--- config.mk ---
export PLATFORM = sky130hd
export DESIGN_NAME = sram_port_arbiter
export DESIGN_NICKNAME = d
export VERILOG_FILES = /design/src/rtl/sram_arb_pkg.sv /design/src/rtl/sram_arb_starve_cnt.sv /design/src/rtl/sram_port_arbiter.sv
export SDC_FILE = /design/constraint.sdc
export NUM_CORES = 1
export LEC_CHECK = 0
export CORE_AREA = 3 3 86 88
export DETAILED_ROUTE_END_ITERATION = 8
export DIE_AREA = 0 0 89 91
export PLACE_DENSITY = 0.74
export SYNTH_ARGS = -nofsm -noshare
export SYNTH_HDL_FRONTEND = slang
export SYNTH_SLANG_ARGS = --single-unit
--- constraint.sdc ---
create_clock -name clk -period 3.6 [get_ports clk]
set_input_delay 0.54 -clock clk [delete_from_list [all_inputs] [get_ports clk]]
set_output_delay 0.54 -clock clk [all_outputs]
set_load 0.03 [all_outputs]
--- src/rtl/sram_arb_pkg.sv ---
// Shared types for the fetch/data SRAM port arbiter: FSM states, grant owner codes
// and the starvation-counter width helper.
package sram_arb_pkg;

  typedef enum logic {ARB, LOCK} arb_state_e;

  typedef enum logic [1:0] {OWN_NONE, OWN_I, OWN_D, OWN_L} owner_e;

  // Counter must be able to hold the value MAX_WAIT itself.
  function automatic int starve_cnt_w(input int max_wait);
    return (max_wait < 1) ? 1 : $clog2(max_wait + 1);
  endfunction

endpackage

--- src/rtl/sram_arb_starve_cnt.sv ---
// Saturating counter of consecutive denied fetch cycles; sat flags that fetch
// must be forced ahead of data on the next arbitration.
module sram_arb_starve_cnt #(
  parameter int MAX = 4,
  parameter int W   = 3
) (
  input  logic clk,
  input  logic rst,
  input  logic inc,
  input  logic clr,
  output logic sat
);

  localparam logic [W-1:0] MAX_VAL = W'(MAX);

  logic [W-1:0] cnt_reg;

  always_ff @(posedge clk) begin
    if (rst) begin
      cnt_reg <= '0;
    end else if (clr) begin
      cnt_reg <= '0;
    end else if (inc && (cnt_reg != MAX_VAL)) begin
      cnt_reg <= cnt_reg + W'(1);
    end
  end

  assign sat = (cnt_reg == MAX_VAL);

endmodule

--- src/rtl/sram_port_arbiter.sv ---
// Shares one single-port synchronous SRAM between fetch (read-only) and data ports,
// data first with a fetch starvation guard and a data-side lock for atomics.
// Optional write-only loader port when SRAM_ARB_LOADER_PORT_EN is defined.
module sram_port_arbiter
  import sram_arb_pkg::*;
#(
  parameter int ADDR_W   = 16,
  parameter int DATA_W   = 32,
  parameter int MAX_WAIT = 4
) (
  input  logic                  clk,
  input  logic                  rst,
  input  logic                  i_req_valid,
  output logic                  i_req_ready,
  input  logic [ADDR_W-1:0]     i_req_addr,
  output logic                  i_rsp_valid,
  output logic [DATA_W-1:0]     i_rsp_data,
  input  logic                  d_req_valid,
  output logic                  d_req_ready,
  input  logic [ADDR_W-1:0]     d_req_addr,
  input  logic [DATA_W/8-1:0]   d_req_wstrb,
  input  logic [DATA_W-1:0]     d_req_wdata,
  input  logic                  d_req_lock,
  output logic                  d_rsp_valid,
  output logic [DATA_W-1:0]     d_rsp_data,
`ifdef SRAM_ARB_LOADER_PORT_EN
  input  logic                  l_req_valid,
  output logic                  l_req_ready,
  input  logic [ADDR_W-1:0]     l_req_addr,
  input  logic [DATA_W-1:0]     l_req_wdata,
`endif
  output logic [DATA_W/8-1:0]   sram_w_en,
  output logic [ADDR_W-1:0]     sram_address,
  output logic [DATA_W-1:0]     sram_write_data,
  input  logic [DATA_W-1:0]     sram_read_data
);

  localparam int CNT_W = starve_cnt_w(MAX_WAIT);

  arb_state_e state_reg, state_next;
  owner_e     owner;
  logic       starve_sat;
  logic       i_rsp_valid_reg, d_rsp_valid_reg;

  sram_arb_starve_cnt #(.MAX(MAX_WAIT), .W(CNT_W)) u_starve_cnt (
    .clk (clk),
    .rst (rst),
    .inc (i_req_valid && !i_req_ready),
    .clr ((owner == OWN_I) || !i_req_valid),
    .sat (starve_sat)
  );

  always_ff @(posedge clk) begin
    if (rst) state_reg <= ARB;
    else     state_reg <= state_next;
  end

  // The lock is entered or released only by a data transfer.
  always_comb begin
    state_next = state_reg;
    if (owner == OWN_D) state_next = d_req_lock ? LOCK : ARB;
  end

  // Grant selection; nothing is granted while reset is asserted.
  always_comb begin
    owner = OWN_NONE;
    if (!rst) begin
      if (state_reg == LOCK) begin
        if (d_req_valid) owner = OWN_D;
      end
`ifdef SRAM_ARB_LOADER_PORT_EN
      else if (l_req_valid)              owner = OWN_L;
`endif
      else if (starve_sat && i_req_valid) owner = OWN_I;
      else if (d_req_valid)               owner = OWN_D;
      else if (i_req_valid)               owner = OWN_I;
    end
  end

  assign i_req_ready = (owner == OWN_I);
  assign d_req_ready = (owner == OWN_D);
`ifdef SRAM_ARB_LOADER_PORT_EN
  assign l_req_ready = (owner == OWN_L);
`endif

  always_comb begin
    sram_w_en       = '0;
    sram_address    = '0;
    sram_write_data = '0;
    case (owner)
      OWN_I: sram_address = i_req_addr;
      OWN_D: begin
        sram_w_en       = d_req_wstrb;
        sram_address    = d_req_addr;
        sram_write_data = d_req_wdata;
      end
`ifdef SRAM_ARB_LOADER_PORT_EN
      OWN_L: begin
        sram_w_en       = '1;
        sram_address    = l_req_addr;
        sram_write_data = l_req_wdata;
      end
`endif
      default: ;
    endcase
  end

  always_ff @(posedge clk) begin
    if (rst) begin
      i_rsp_valid_reg <= 1'b0;
      d_rsp_valid_reg <= 1'b0;
    end else begin
      i_rsp_valid_reg <= (owner == OWN_I);
      d_rsp_valid_reg <= (owner == OWN_D) && (d_req_wstrb == '0);
    end
  end

  // Masking with rst drops a response whose read was granted just before reset.
  assign i_rsp_valid = i_rsp_valid_reg && !rst;
  assign d_rsp_valid = d_rsp_valid_reg && !rst;
  assign i_rsp_data  = i_rsp_valid ? sram_read_data : '0;
  assign d_rsp_data  = d_rsp_valid ? sram_read_data : '0;

endmodule
# Word-level counts from Yosys, hierarchy flattened
# Index checks and enable logic that the tools add are counted.
# totals
wordCells	33
regBits	6
# op_classes
addsub	1
reduce_logical	12
eq_ne	4
muxes	12
# ops
cell	count
$mux W32	3
$pmux W16 S2	1
$mux W2	5
$logic_and A1 B1 Y1	6
$logic_not A4 Y1	1
$mux W4	1
$add A3 B1 Y3 const B	1
$eq A3 B3 Y1 const B	1
$logic_not A1 Y1	3
$ne A3 B3 Y1 const B	1
$eq A2 B1 Y1 const B	1
$eq A2 B2 Y1 const B	1
$mux W1	2
$reduce_or A2 Y1	1
$logic_or A1 B1 Y1	1

# Longest topological paths before layout
# Gate-level depths: netlist of the first run.
# logic_depth
word_depth	9
mapped_depth	9
depth_no_buf	7

# Hierarchy
# Synthesis of the first run repeated with hierarchy kept, for this count alone.
# unflattened
hier_cells	189
area_unflattened_um2	1351.3
# modules_own_cells
module	seq_area_each_um2	area_per_inst_um2	cells_per_inst	instances
sram_port_arbiter	60.1	1163.6	171	1
sram_arb_starve_cnt	60.1	187.7	18	1

# Worst setup path before layout of the first run
# No wires, ideal clock.
# synth_path
kind	reg2out
from	register u_starve_cnt.cnt_reg[0]
to	output sram_address[14]
required_time_ps	3060
arrival_time_ps	2220
path_stages_with_launch	10
path_slack_ps	840
cell_sequence	dfxtp_1 inv_1 ha_1 nand2_1 a211oi_1 ha_1 buf_2 buf_2 a22oi_1 nor2_1
# synth_via
elab_chain_len	7
word_cells_on_any_way	8
classes_between	eq/ne: 3; mux: 4; reduce/logical: 1
# synth_lines
item	line_no	source
from (decl)	sram_arb_starve_cnt.sv:16	logic [W-1:0] cnt_reg;
from (signal assigned)	sram_arb_starve_cnt.sv:24	cnt_reg <= cnt_reg + W'(1);
$eq A3 B3 Y1	sram_arb_starve_cnt.sv:28	assign sat = (cnt_reg == MAX_VAL);
$logic_and A1 B1 Y1	sram_port_arbiter.sv:74	else if (starve_sat && i_req_valid) owner = OWN_I;
$mux W2	sram_port_arbiter.sv:74	
$mux W2	sram_port_arbiter.sv:68	if (state_reg == LOCK) begin
$mux W2	sram_port_arbiter.sv:67	if (!rst) begin
$eq A2 B1 Y1	--	
via i_req_ready	sram_port_arbiter.sv:14	output logic i_req_ready,
$pmux W16 S2	sram_port_arbiter.sv:90	case (owner)
to (decl)	sram_port_arbiter.sv:33	output logic [ADDR_W-1:0] sram_address,
# The timed path passes the listed nets, and every way through them passes these cells.

# Final worst setup path of the first run
# layout_path
from	input i_req_valid
to	output sram_address[7]
# layout_via
elab_chain_len	7
word_cells_on_any_way	9
classes_between	eq/ne: 2; mux: 6; reduce/logical: 1
# layout_lines
item	line_no	source
from (decl)	sram_port_arbiter.sv:13	input logic i_req_valid,
$mux W1	sram_port_arbiter.sv:76	else if (i_req_valid) owner = OWN_I;
$mux W2	sram_port_arbiter.sv:75	else if (d_req_valid) owner = OWN_D;
$mux W2 *	sram_port_arbiter.sv:74	
$mux W2 *	sram_port_arbiter.sv:68	
$mux W2 *	sram_port_arbiter.sv:67	
$eq A2 B2 Y1 / $eq A2 B1 Y1 (equally long branches)	sram_port_arbiter.sv:90	
$pmux W16 S2 *	sram_port_arbiter.sv:90	
# Mark *: on every way between the ends. The rest lies on a longest branch, timed or not.

==> results by group, run 1 <==
Floorplan
  – Area of the die: 8100 um2
  – Die X-Extent: 89 um
  – Core area: 6720 um2
  – Initial Utilization: 18.1%
  – I/O pins: 225
  – Die H: 91 um
  – Row cnt: 30

Layout
  – Multi-input gate area: 1030 um2
  – Layout Nets: 513
  – Largest register FFs: 3
  – Commonest cells after routing, fill and taps aside: clkdlybuf4s50_1 (155), and2_1 (100), buf_4 (70)
  – Commonest non-fill, non-tap cell in the layout: clkdlybuf4s50_1
  – Share of layout cells above drive strength 1: 19.7%
  – Synth-to-layout area growth: 184%
  – Filler cells: 667
  – Reg area: 120 um2

Power
  – Lkg Pwr: 1.50 nW
  – Pwr dens: 131 nW/um2
  – Worst IR drop on VDD: 89.0 uV

Detailed routing
  – DRT iter0 DRCs: 43
  – DRC viols: 0
  – Met2 WL: 3.38 mm
  – Drt first pass iters: 4
  – Uppermost layer routed: met5
  – Routed wire per std cell: 13.8 um
  – Routed WL: 6.65 mm
  – Via density: 4.20
  – Wl on met1: 2.21 mm
  – Vias: 2026
  – Detail Route Antenna Nets: 0
  – DR WL met3: 927 um

Global routing
  – Pin count of the biggest net entering global routing: 40
  – Grt ovf: 0
  – Initial antenna violation count: 2
  – All-Layer GR Usage: 14.8%
  – Number of global-route vias before repair: 1952
  – First-pass GRT wire length: 9.43 mm

Clock tree
  – CTS buffer count: 3
  – Clock root buffer: clkbuf_8
  – TritonCTS Sinks: 6
  – CTS tree: done
  – Clk pin slew, worst setup/hold paths: 0.03 ns
  – Max Root-Sink Buffers: 2
  – H-Tree Depth: 1
  – Worst-Skew Late Latency: 0.22 ns
  – Post-CTS Hold Fix Bufs: 0

Timing
  – Final Skew: 0.00277 ns
  – FMAX: 305 MHz
  – # setup viols final: 0
  – Minimum clock period: 3.28 ns
  – RSZ-0062 raised after global routing: false
  – Worst setup margin: 0.320 ns
  – Setup TNS: 0 ns
  – Max Slew Vio Count: 0
  – Measured slew at the worst slew-check pin: 0.365 ns
  – Fin crit share: 91.1%
  – Worst slew margin: 75.7%
  – Final hold vios: 0

Placed design
  – Post-place setup slack: 0.0575 ns
  – GPL Wtd Cong: 0.791
  – Hpwl dp: 5.93 mm
  – Port Buffers: 224

Synth
  – Post-Synthesis Cells: 184
  – Largest area contributor in the synthesized netlist: and2_1
  – Post-Syn Area per Cell: 6.61 um2
  – Post-synth EDFFs: 0
  – Mapped Area: 1220 um2
  – Post-synth ARST share: 0%
  – Largest cells by area after synthesis: and2_1 (51%), dfxtp_1 (9.9%), a22oi_1 (9.9%), nor2_1 (5.6%), ha_1 (5.1%)
  – Seq cells post-synth: 6
  – Post-synth cell types: 25
  – Syn_nets: 294
  – YS warnings: 0
  – Leading register cell type out of synthesis: dfxtp_1
  – Top cell type's share of synthesized area: 51.4%
  – Sequential area share after synthesis: 9.88%

Setup path
  – CP Cell Sequence: clkdlybuf4s50_1 -> nand2b_1 -> a211oi_1 -> ha_2 -> a22oi_1 -> nor2_1 -> clkdlybuf4s50_1
  – Crit path max fanout: 19
  – Top cell by count, worst path: clkdlybuf4s50_1
  – Arrival @ worst endpoint: 2.74 ns
  – Worst path required time: 3.06 ns
  – Critical path class: in -> out
  – Crit-path max cell delay: 0.68 ns
  – Setup crit start kind: input pin
  – Critical Path Sink Type: primary output
  – CP max-delay cell: clkdlybuf4s50_1

Flow run
  – Max_cap viols: 0

Worst hold path
  – Hold Crit Class: reg -> reg

Status
  – Status: completed
[cell usage after synthesis, types with 2 or more instances]
library cell and count:
inv_1 2, dfxtp_1 6, nor3_1 2, nand3_1 2, buf_2 5, nor2b_1 3, ha_1 5, a21oi_1 2
nor2_1 18, and2_1 100, a22oi_1 16, clkbuf_1 10
[layout make-up]
class	count	share of cell area, %
sequential	6	3.47
timing repair buffer	229	62.4
multi-input combinational	161	29.8
antenna	1	0.0724
inverter	2	0.217
clock buffer	3	1.19
tap	80	2.90
[repair_timing]
action / CTS / global route
resized for setup: 0 / 1
setup endpoints to repair: 0 / 15
buffers inserted: 0 / 0
[through the flow]
stage	hold slack, ns	power, mW	util [%]	instance area (um2)	cells
global route	0.538	0.481	51.4	3450	481
detailed placement	0.481	0.357	50.8	3410	478
CTS	0.497	0.459	51.4	3450	481
finish	0.492	0.453	51.5	3460	482
floorplan	0.451	0.178	-	1220	184
global placement	0.472	0.353	50.8	3410	478
[where the power goes]
group | internal (mW) | switching [mW] | total, mW
registers | 0.0689 | 0.00145 | 0.0704
logic | 0.166 | 0.118 | 0.283
clock network | 0.0718 | 0.0280 | 0.0998
[routing by layer]
metal,vias up,track usage (%)
li1,1025,-
met1,844,14.1
met2,143,28.5
met3,10,5.81
met4,4,4.22
met5,-,0
[cells by family (layout without fill, tap and decap cells)]
family	count (synthesis)	count (layout)	share of synthesized area [%]
compound gates	24	24	14.5
fa+ha+maj	5	5	5.14
buf+inv	17	234	5.76
other cells	0	1	0
simple gates	131	131	63.9
mux	1	1	0.823
flops	6	6	9.88
[worst paths after layout]
kind | start | endpoint | slack [ns] | cells past startpoint
min | state_reg | state_reg | 0.49 | 2
max | i_req_valid | sram_address[7] | 0.32 | 7
min reg2reg | state_reg | state_reg | 0.49 | 2
max reg2reg | u_starve_cnt.cnt_reg[0] | d_rsp_valid_reg | 1.46 | 8
[worst max-delay path, delay by kind of cell]
family / cells / cell delay [ns]
compound gates: 2 / 0.37
fa+ha+maj: 1 / 0.45
simple gates: 2 / 0.22
buf+inv: 2 / 1.15
No activity file was read; power rests on OpenSTA's default activity.
==> run 2, diff against run 1 <==
--- a/config.mk
+++ b/config.mk
@@ -6,6 +6,7 @@
 export NUM_CORES = 1
 export LEC_CHECK = 0
 export CORE_AREA = 3 3 86 88
+export CTS_BUF_LIST = sky130_fd_sc_hd__clkbuf_16
 export DETAILED_ROUTE_END_ITERATION = 8
 export DIE_AREA = 0 0 89 91
 export PLACE_DENSITY = 0.74
==> run 2 against run 1 <==
  * Critical path depth did not move
  * Via count rose by 0.64%
  * Clock skew fell by 0.00060 ns
  * Die area did not move
  * Worst hold slack got worse by 0.0047 ns
  * Final area rose by 0.98%
  * First-iteration DRC count did not move
  * Maximum frequency barely moved
  * Power rose by 19%
  * Sequential share of layout area barely moved
  * Register-to-register slack barely moved
  * Utilization rose by 0.50 points
  * Critical path type unchanged
  * Largest cell class unchanged
==> results by group, run 2 (same netlist as run 1, synthesis figures left out) <==
Power
  – Part of the power in combinational logic: 52.6%
  – Lkg Pwr: 1.51 nW
  – Clock power share: 34.3%
  – Final Total Pwr: 538 uW
  – Worst IR drop on VDD: 105 uV
  – Seq pwr share: 13.1%
  – Net Sw Power: 160 uW
  – Cell internal pwr: 377 uW
  – Pwr dens: 154 nW/um2
  – Net Sw Frac: 29.8%

Floorplan
  – Initial Utilization: 18.1%
  – Core area: 6720 um2
  – Die H: 91 um
  – Row cnt: 30
  – I/O pins: 225
  – Area of the die: 8100 um2
  – Die X-Extent: 89 um

Placed design
  – Port Buffers: 224
  – Hpwl dp: 5.93 mm
  – GPL Wtd Cong: 0.791
  – Post-place setup slack: 0.0575 ns
  – Placed Area: 3410 um2

Detailed routing
  – Routed wire per std cell: 13.9 um
  – Vias: 2039
  – DRC viols: 0
  – Routed WL: 6.71 mm
  – Detail Route Antenna Nets: 0
  – Drt first pass iters: 4
  – DRT iter0 DRCs: 43
  – Via density: 4.23

Flow run
  – Max_cap viols: 0

Layout
  – Commonest cells after routing, fill and taps aside: clkdlybuf4s50_1 (155), and2_1 (100), buf_4 (70)
  – Design area: 3490 um2
  – Largest register FFs: 3
  – Filler cells: 667
  – Finished Core Util: 52.0%
  – Share of layout cells above drive strength 1: 19.7%
  – Synth-to-layout area growth: 187%
  – Commonest non-fill, non-tap cell in the layout: clkdlybuf4s50_1
  – Layout Nets: 513

Global routing
  – First-pass GRT wire length: 9.52 mm
  – Grt ovf: 0
  – Number of global-route vias before repair: 1956
  – All-Layer GR Usage: 15.2%
  – Pin count of the biggest net entering global routing: 40
  – Initial antenna violation count: 2

Timing
  – FMAX: 305 MHz
  – Max Slew Vio Count: 0
  – # setup viols final: 0
  – Worst setup margin: 0.320 ns
  – Measured slew at the worst slew-check pin: 0.361 ns
  – Final hold vios: 0
  – Final Skew: 0.00217 ns
  – RSZ-0062 raised after global routing: false
  – Worst slew margin: 76.0%
  – Setup TNS: 0 ns
  – Fin crit share: 91.1%
  – Minimum clock period: 3.28 ns

Clock tree
  – TritonCTS Sinks: 6
  – Max Root-Sink Buffers: 2
  – Post-CTS setup buffers: 0
  – H-Tree Depth: 1
  – Worst-Skew Late Latency: 0.23 ns
  – CTS buffer count: 3
  – Clk pin slew, worst setup/hold paths: 0.03 ns
  – CTS tree: done
  – Clock root buffer: clkbuf_16

Setup path
  – Top cell by count, worst path: clkdlybuf4s50_1
  – Worst path required time: 3.06 ns
  – CP Cell Sequence: clkdlybuf4s50_1 -> nand2b_1 -> a211oi_1 -> ha_2 -> a22oi_1 -> nor2_1 -> clkdlybuf4s50_1
  – Critical path class: in -> out
  – Crit path max fanout: 19
  – Setup crit start kind: input pin
  – Crit-path max cell delay: 0.68 ns
  – Critical Path Sink Type: primary output
  – Arrival @ worst endpoint: 2.74 ns
  – CP max-delay cell: clkdlybuf4s50_1

Status
  – Status: completed

Worst hold path
  – Hold Crit Class: reg -> reg
## run 2: cell counts in the layout (fill, tap and decap cells not counted)
Identical to the previous run, type by type.
## run 2: path summary, 6_finish.rpt
check,start,slack [ns],to,depth (start not counted)
min reg2reg,state_reg,0.49,state_reg,2
max reg2reg,u_starve_cnt.cnt_reg[0],1.46,d_rsp_valid_reg,8
min,state_reg,0.49,state_reg,2
max,i_req_valid,0.32,sram_address[7],7
## run 2: critical path: cells and delay by family
kind                       cells  cell delay, ns
and+or+nand+nor                2            0.22
adders and majority gates      1            0.45
buffers and inverters          2            1.15
AOI/OAI and AO/OA              2            0.37
## run 2: layer usage
metal	share of wire [%]	up-vias	GRT usage, %	wire, um
met5	0.34	-	0	23
met4	2.2	4	5.71	148
met3	14	13	6.08	945
met2	51	144	28.7	3400
met1	33	851	14.2	2200
li1	-	1027	-	-
## run 2: timing repair
| item | 4_1_cts | 5_1_grt |
|---|---|---|
| hold buffers | 0 | 0 |
| gates resized for setup | 0 | 1 |
| setup endpoints to repair | 0 | 15 |
## run 2: per-stage QoR
step           cells  hold WS (ns)
3_5_place_dp     478         0.481
3_3_place_gp     478         0.472
5_1_grt          481         0.537
2_1_floorplan    184         0.451
6_report         482         0.487
4_1_cts          481         0.497
## run 2: power groups by stage
stage          sequential [mW]  combinational [mW]  clock [mW]
2_1_floorplan           0.0709               0.107           0
3_3_place_gp            0.0712               0.282           0
3_5_place_dp            0.0713               0.285           0
4_1_cts                 0.0704               0.286       0.190
5_1_grt                 0.0707               0.303       0.194
6_report                0.0704               0.283       0.184
## run 2: area by class of cell
class | count | area [um2] | area share, %
tap | 80 | 100 | 2.87
multi-input combinational | 161 | 1030 | 29.5
timing repair buffer | 229 | 2160 | 61.8
inverter | 2 | 7.51 | 0.215
antenna | 1 | 2.50 | 0.0717
clock buffer | 3 | 75.1 | 2.15
sequential | 6 | 120 | 3.44
